[config.mk]
export PLATFORM = sky130hd
export DESIGN_NAME = apb4_master
export DESIGN_NICKNAME = d
export VERILOG_FILES = /design/src/rtl/apb4_master_pkg.sv /design/src/rtl/apb4_master.sv
export SDC_FILE = /design/constraint.sdc
export NUM_CORES = 1
export LEC_CHECK = 0
export CORE_MARGIN = 10
export CORE_UTILIZATION = 38
export CTS_CLUSTER_DIAMETER = 150
export DETAILED_ROUTE_END_ITERATION = 7
export PLACE_DENSITY = 0.76
export SLEW_MARGIN = 40
export SYNTH_ARGS = -nofsm -noshare
export SYNTH_HDL_FRONTEND = slang
export SYNTH_SLANG_ARGS = --single-unit
[constraint.sdc]
create_clock -name pclk -period 3.9 [get_ports pclk]
set_clock_uncertainty 0.15 [all_clocks]
set_input_delay 0.585 -clock pclk [delete_from_list [all_inputs] [get_ports pclk]]
set_output_delay 0.585 -clock pclk [all_outputs]
set_load 0.01 [all_outputs]
[src/rtl/apb4_master_pkg.sv]
// Shared types and defaults for the APB4 initiator.
package apb4_master_pkg;

   // Transfer sequencing: one request walks IDLE -> SETUP -> ACCESS -> RESP.
   typedef enum logic [1:0] {
      IDLE   = 2'd0,
      SETUP  = 2'd1,
      ACCESS = 2'd2,
      RESP   = 2'd3
   } state_t;

   localparam int unsigned DEF_ADDR_WIDTH  = 32;
   localparam int unsigned DEF_DATA_WIDTH  = 32;
   localparam int unsigned DEF_TIMEOUT_CYC = 256;

   // Width of a counter that must be able to hold the value n (at least 1 bit).
   function automatic int unsigned cnt_width(input int unsigned n);
      return (n < 2) ? 1 : $clog2(n + 1);
   endfunction

endpackage

[src/rtl/apb4_master.sv]
// APB4 initiator: turns a valid/ready request into one SETUP/ACCESS transfer
// and returns read data, slave error and a local ACCESS-phase timeout.
module apb4_master
   import apb4_master_pkg::*;
#(
   parameter int unsigned ADDR_WIDTH  = DEF_ADDR_WIDTH,
   parameter int unsigned DATA_WIDTH  = DEF_DATA_WIDTH,
   parameter int unsigned TIMEOUT_CYC = DEF_TIMEOUT_CYC
) (
   input  logic                    pclk,
   input  logic                    preset,
   input  logic                    req_valid_i,
   output logic                    req_ready_o,
   input  logic [ADDR_WIDTH-1:0]   req_addr_i,
   input  logic                    req_write_i,
   input  logic [DATA_WIDTH-1:0]   req_wdata_i,
   input  logic [DATA_WIDTH/8-1:0] req_strb_i,
   input  logic [2:0]              req_prot_i,
   output logic                    rsp_valid_o,
   input  logic                    rsp_ready_i,
   output logic [DATA_WIDTH-1:0]   rsp_rdata_o,
   output logic                    rsp_err_o,
   output logic                    rsp_timeout_o,
   output logic [ADDR_WIDTH-1:0]   paddr_o,
   output logic [2:0]              pprot_o,
   output logic                    psel_o,
   output logic                    penable_o,
   output logic                    pwrite_o,
   output logic [DATA_WIDTH-1:0]   pwdata_o,
   output logic [DATA_WIDTH/8-1:0] pstrb_o,
   input  logic                    pready_i,
   input  logic [DATA_WIDTH-1:0]   prdata_i,
   input  logic                    pslverr_i
);

   localparam int unsigned CNT_W = cnt_width(TIMEOUT_CYC);
   localparam logic [CNT_W-1:0] TMO_LIMIT = CNT_W'(TIMEOUT_CYC);

   state_t                    state_reg;
   logic [CNT_W-1:0]          tmo_cnt_reg;
   logic                      req_ready_reg;
   logic                      psel_reg;
   logic                      penable_reg;
   logic [ADDR_WIDTH-1:0]     paddr_reg;
   logic [2:0]                pprot_reg;
   logic                      pwrite_reg;
   logic [DATA_WIDTH-1:0]     pwdata_reg;
   logic [DATA_WIDTH/8-1:0]   pstrb_reg;
   logic                      rsp_valid_reg;
   logic [DATA_WIDTH-1:0]     rsp_rdata_reg;
   logic                      rsp_err_reg;
   logic                      rsp_timeout_reg;
   logic                      tmo_hit;

   // The ACCESS cycle that would bring the wait count up to the limit aborts
   // the transfer, unless pready arrives in that same cycle.
   assign tmo_hit = (TIMEOUT_CYC != 0) && ((tmo_cnt_reg + CNT_W'(1)) == TMO_LIMIT);

   // Transfer FSM with all bus and response outputs registered; write data and
   // strobes are zeroed at capture time for reads so the bus never shows them.
   always_ff @(posedge pclk or posedge preset) begin
      if (preset) begin
         state_reg       <= IDLE;
         tmo_cnt_reg     <= '0;
         req_ready_reg   <= 1'b1;
         psel_reg        <= 1'b0;
         penable_reg     <= 1'b0;
         paddr_reg       <= '0;
         pprot_reg       <= '0;
         pwrite_reg      <= 1'b0;
         pwdata_reg      <= '0;
         pstrb_reg       <= '0;
         rsp_valid_reg   <= 1'b0;
         rsp_rdata_reg   <= '0;
         rsp_err_reg     <= 1'b0;
         rsp_timeout_reg <= 1'b0;
      end else begin
         case (state_reg)
            IDLE: begin
               if (req_valid_i) begin
                  state_reg     <= SETUP;
                  req_ready_reg <= 1'b0;
                  psel_reg      <= 1'b1;
                  penable_reg   <= 1'b0;
                  tmo_cnt_reg   <= '0;
                  paddr_reg     <= req_addr_i;
                  pprot_reg     <= req_prot_i;
                  pwrite_reg    <= req_write_i;
                  pwdata_reg    <= req_write_i ? req_wdata_i : '0;
                  pstrb_reg     <= req_write_i ? req_strb_i : '0;
               end
            end
            SETUP: begin
               state_reg   <= ACCESS;
               penable_reg <= 1'b1;
            end
            ACCESS: begin
               if (pready_i) begin
                  state_reg       <= RESP;
                  psel_reg        <= 1'b0;
                  penable_reg     <= 1'b0;
                  rsp_valid_reg   <= 1'b1;
                  rsp_rdata_reg   <= pwrite_reg ? '0 : prdata_i;
                  rsp_err_reg     <= pslverr_i;
                  rsp_timeout_reg <= 1'b0;
               end else if (tmo_hit) begin
                  state_reg       <= RESP;
                  psel_reg        <= 1'b0;
                  penable_reg     <= 1'b0;
                  rsp_valid_reg   <= 1'b1;
                  rsp_rdata_reg   <= '0;
                  rsp_err_reg     <= 1'b1;
                  rsp_timeout_reg <= 1'b1;
               end else begin
                  tmo_cnt_reg <= tmo_cnt_reg + CNT_W'(1);
               end
            end
            RESP: begin
               if (rsp_ready_i) begin
                  state_reg     <= IDLE;
                  rsp_valid_reg <= 1'b0;
                  req_ready_reg <= 1'b1;
               end
            end
            default: begin
               state_reg     <= IDLE;
               req_ready_reg <= 1'b1;
               psel_reg      <= 1'b0;
               penable_reg   <= 1'b0;
               rsp_valid_reg <= 1'b0;
            end
         endcase
      end
   end

   assign req_ready_o   = req_ready_reg;
   assign psel_o        = psel_reg;
   assign penable_o     = penable_reg;
   assign paddr_o       = paddr_reg;
   assign pprot_o       = pprot_reg;
   assign pwrite_o      = pwrite_reg;
   assign pwdata_o      = pwdata_reg;
   assign pstrb_o       = pstrb_reg;
   assign rsp_valid_o   = rsp_valid_reg;
   assign rsp_rdata_o   = rsp_rdata_reg;
   assign rsp_err_o     = rsp_err_reg;
   assign rsp_timeout_o = rsp_timeout_reg;

endmodule

==> flow_summary.yaml <==
status:
  run_status: "completed"
hold_path:
  worstHoldPathType: "reg -> reg"
power:
  p_total_w: 0.006166
  reported_net_switching_power_w: 0.001903
  vdd_drop_max_mv: 0.3968
  power_report.internal_total_w: 0.004264
  total_leakage_power_nw: 3.461
  power.density_cell_area_mw_per_mm2: 790.2
  power.sequential.fraction_pct: 34.8
  power.switching_fraction_pct: 30.86
  power_frac_clock_pct: 24.3
  power_frac_comb_pct: 40.9
global_routing:
  met1_usage_pct: 17.61
  grt_busiest_layer: "met2"
  grt_max_degree: 122
  antenna_violations_before_repair: 0
  grt_util_all_layers_pct: 15.87
  overflow_left_after_global_routing: 0
  first_global_vias: 4255
  met3_usage_pct: 7.519
  use_met2_pct: 25.52
  grt_pass1_wl_um: 22710
synth:
  synth_largest_type_area_fraction_pct: 61.37
  post_synthesis_net_count: 527
  syn_area_per_cell_um2: 11.91
  ys_ff_latch: 121
  synth_cell_types: 38
  synth.yosys.warnings: 0
  synthesis.instances: 411
  post_synth_instance_area_mm2: 0.004893
  synth_area_leader_cell: "sky130_fd_sc_hd__dfrtp_1"
  synth_seq_area_share_pct: 61.90
  ys_top_cells_by_area: "sky130_fd_sc_hd__dfrtp_1 (61%), sky130_fd_sc_hd__mux2_2 (9.0%), sky130_fd_sc_hd__nand2_1 (6.4%)"
setup_path:
  crit_path_end_kind: "flop"
  reg2reg_slack_ns: 1.40
  worst-setup-path-type: "reg -> reg"
  timing.critical_path.required_ns: 4.03
  crit_path_start_kind: "flop"
  worstPathArrival_ns: 2.63
  critical_path_peak_fanout: 12
timing:
  fin_setup_tns_ns: 0
  final_critical_path_setup_slack_ns: 1.397
  report.final.setup_viol: 0
  slew_headroom_pct: 55.36
  final-hold-violation-count: 0
  achievable-frequency_mhz: 399.5
  maxSlewViolCount: 0
  max_slew.worst_pin.slew_ns: 0.6696
  post_layout_min_period_ns: 2.503
  final_min_period_over_clock_period_pct: 64.19
  rsz0062_at_grt: "false"
place:
  post-place-ws_ns: 1.176
  placedCellCount: 782
  placement.io_buffers: 219
  hpwl_um: 10750
  placedInstanceArea_mm2: 0.007232
  rd_place_congestion: 0.7480
clock_tree:
  cts.hold.buffers_added: 0
  clkTransAtPathRegs_ns: 0.05
  clock_insertion_delay_worst_skew_ns: 0.40
  tritoncts: "yes"
  post_cts.repair.setup_buffers: 0
  cts-resized-gates: 0
  cts_root_buf: "sky130_fd_sc_hd__clkbuf_16"
  cts_num_sinks: 121
  cts_buffers: 17
  clockBufferDepth: 2
  htreeDepth: 4
floorplan:
  die_x_um: 133.5
  effective_utilization_at_floorplan_pct: 38.78
  die_y_um: 133.5
  die_area_mm2: 0.01782
  core-area_mm2: 0.01262
  fp-row-count: 41
  design.portCount: 220
final_layout:
  most_frequent_standard_cell_in_the_layout_excluding_fill_and_tap_cells: "sky130_fd_sc_hd__clkdlybuf4s50_1"
  n_fill_cell: 1044
  final_area_mm2: 0.007804
  drive_above_1_share_pct: 13.57
  nets: 745
  antennaDiodeCount: 0
  multi_input_comb_area_mm2: 0.001732
  regArea_mm2: 0.003029
  commonest_cells_after_routing_fill_and_taps_aside: "sky130_fd_sc_hd__clkdlybuf4s50_1 (218), sky130_fd_sc_hd__dfrtp_1 (120), sky130_fd_sc_hd__nand2_1 (83)"
  layoutNonFillerInstCount: 813
  area_delta_synth_final_pct: 59.47
detailed_routing:
  ant_nets: 0
  overall_via_count_from_detail_route: 3926
  detailedRoute.firstIterationViolations: 188
  vias_per_cell: 4.829
  dr.pass1.iters: 4
  routedWlPerCell_um: 17.55
  drt_wl_total_um: 14270
  drc_errors: 0
job:
  max_cap_viol_count: 0
==> power by group through the flow <==
stage,Combinational (W),Clock (W),Sequential [W]
4_1_cts,0.00258,0.00153,0.00215
3_5_place_dp,0.00256,0,0.00217
6_report,0.00252,0.00150,0.00214
5_1_grt,0.00274,0.00159,0.00222
3_3_place_gp,0.00252,0,0.00213
2_1_floorplan,0.000861,0,0.00238
==> path summary, 6_finish.rpt <==
check	from	to	cells past startpoint
max	state_reg[0]	tmo_cnt_reg[5]	8
max in group asynchronous	preset	paddr_o[5]	3
min	pstrb_o[1]	pstrb_o[1]	2
min reg2reg	pstrb_o[1]	pstrb_o[1]	2
max reg2reg	state_reg[0]	tmo_cnt_reg[5]	8
min in group asynchronous	preset	paddr_o[30]	3
==> critical path, stage by stage (launching register included) <==
cell	delay, ns
sky130_fd_sc_hd__dfrtp_1	0.41
sky130_fd_sc_hd__inv_1	0.10
sky130_fd_sc_hd__ha_1	0.45
sky130_fd_sc_hd__inv_1	0.10
sky130_fd_sc_hd__nor2_1	0.23
sky130_fd_sc_hd__nand2_1	0.17
sky130_fd_sc_hd__a21oi_4	0.28
sky130_fd_sc_hd__nor2_2	0.13
sky130_fd_sc_hd__a221o_1	0.35
==> routing by layer <==
metal  up-vias  wire length [µm]
li1       1866                 -
met1      1878              5685
met2       162              6930
met3        20              1350
met4         0               301
met5         -                 0
==> Yosys cell counts <==
master	n
sky130_fd_sc_hd__nand4_1	1
sky130_fd_sc_hd__a21oi_4	1
sky130_fd_sc_hd__dfstp_2	1
sky130_fd_sc_hd__and2_1	2
sky130_fd_sc_hd__and3_1	5
sky130_fd_sc_hd__xor2_1	2
sky130_fd_sc_hd__nor3_1	2
sky130_fd_sc_hd__a211o_1	2
sky130_fd_sc_hd__nand2b_4	1
sky130_fd_sc_hd__nand2_1	84
sky130_fd_sc_hd__buf_6	4
sky130_fd_sc_hd__a21oi_1	5
sky130_fd_sc_hd__a22o_1	33
sky130_fd_sc_hd__nor2b_1	2
sky130_fd_sc_hd__o32a_1	1
sky130_fd_sc_hd__a31oi_1	1
sky130_fd_sc_hd__nor4_1	1
sky130_fd_sc_hd__o311ai_0	1
sky130_fd_sc_hd__nand2b_1	3
sky130_fd_sc_hd__clkbuf_1	18
sky130_fd_sc_hd__mux2i_1	2
sky130_fd_sc_hd__ha_1	6
sky130_fd_sc_hd__buf_1	2
sky130_fd_sc_hd__inv_1	6
sky130_fd_sc_hd__nand3_1	5
sky130_fd_sc_hd__or2_2	2
sky130_fd_sc_hd__a32o_2	1
sky130_fd_sc_hd__nor2_1	7
sky130_fd_sc_hd__a221o_1	2
sky130_fd_sc_hd__dfrtp_1	120
sky130_fd_sc_hd__mux2_2	39
sky130_fd_sc_hd__o21ai_0	43
sky130_fd_sc_hd__mux2i_2	1
sky130_fd_sc_hd__a21oi_2	1
sky130_fd_sc_hd__a211oi_1	1
sky130_fd_sc_hd__nor2_4	1
sky130_fd_sc_hd__a211oi_2	1
sky130_fd_sc_hd__nor2_2	1
==> logic make-up (layout without fill, tap and decap cells) <==
group / Yosys count / after routing / synth area share, %
buffers and inverters: 30 / 260 / 2.915
AOI/OAI and AO/OA: 93 / 93 / 13.25
DFF: 121 / 121 / 61.90
xor gates and xnor gates: 2 / 2 / 0.3580
adders and majority gates: 6 / 6 / 1.534
muxes: 42 / 42 / 9.665
and+or+nand+nor: 117 / 117 / 10.38
==> area by class of cell <==
class	instances	area share [%]
multi-input combinational	260	22.19
sequential	121	38.82
tap	172	2.758
clock buffer	22	6.077
clock inverter	9	1.251
timing repair buffer	223	28.57
inverter	6	0.3367
==> per-stage QoR <==
| stage | hold WS, ns | utilization (%) |
|---|---|---|
| floorplan | 0.3443 | - |
| global placement | 0.3118 | 57.35 |
| global route | 0.3473 | 61.84 |
| CTS | 0.3315 | 61.84 |
| finish | 0.3255 | 61.84 |
| detailed placement | 0.3190 | 57.31 |
No activity file was read; power rests on OpenSTA's default activity.
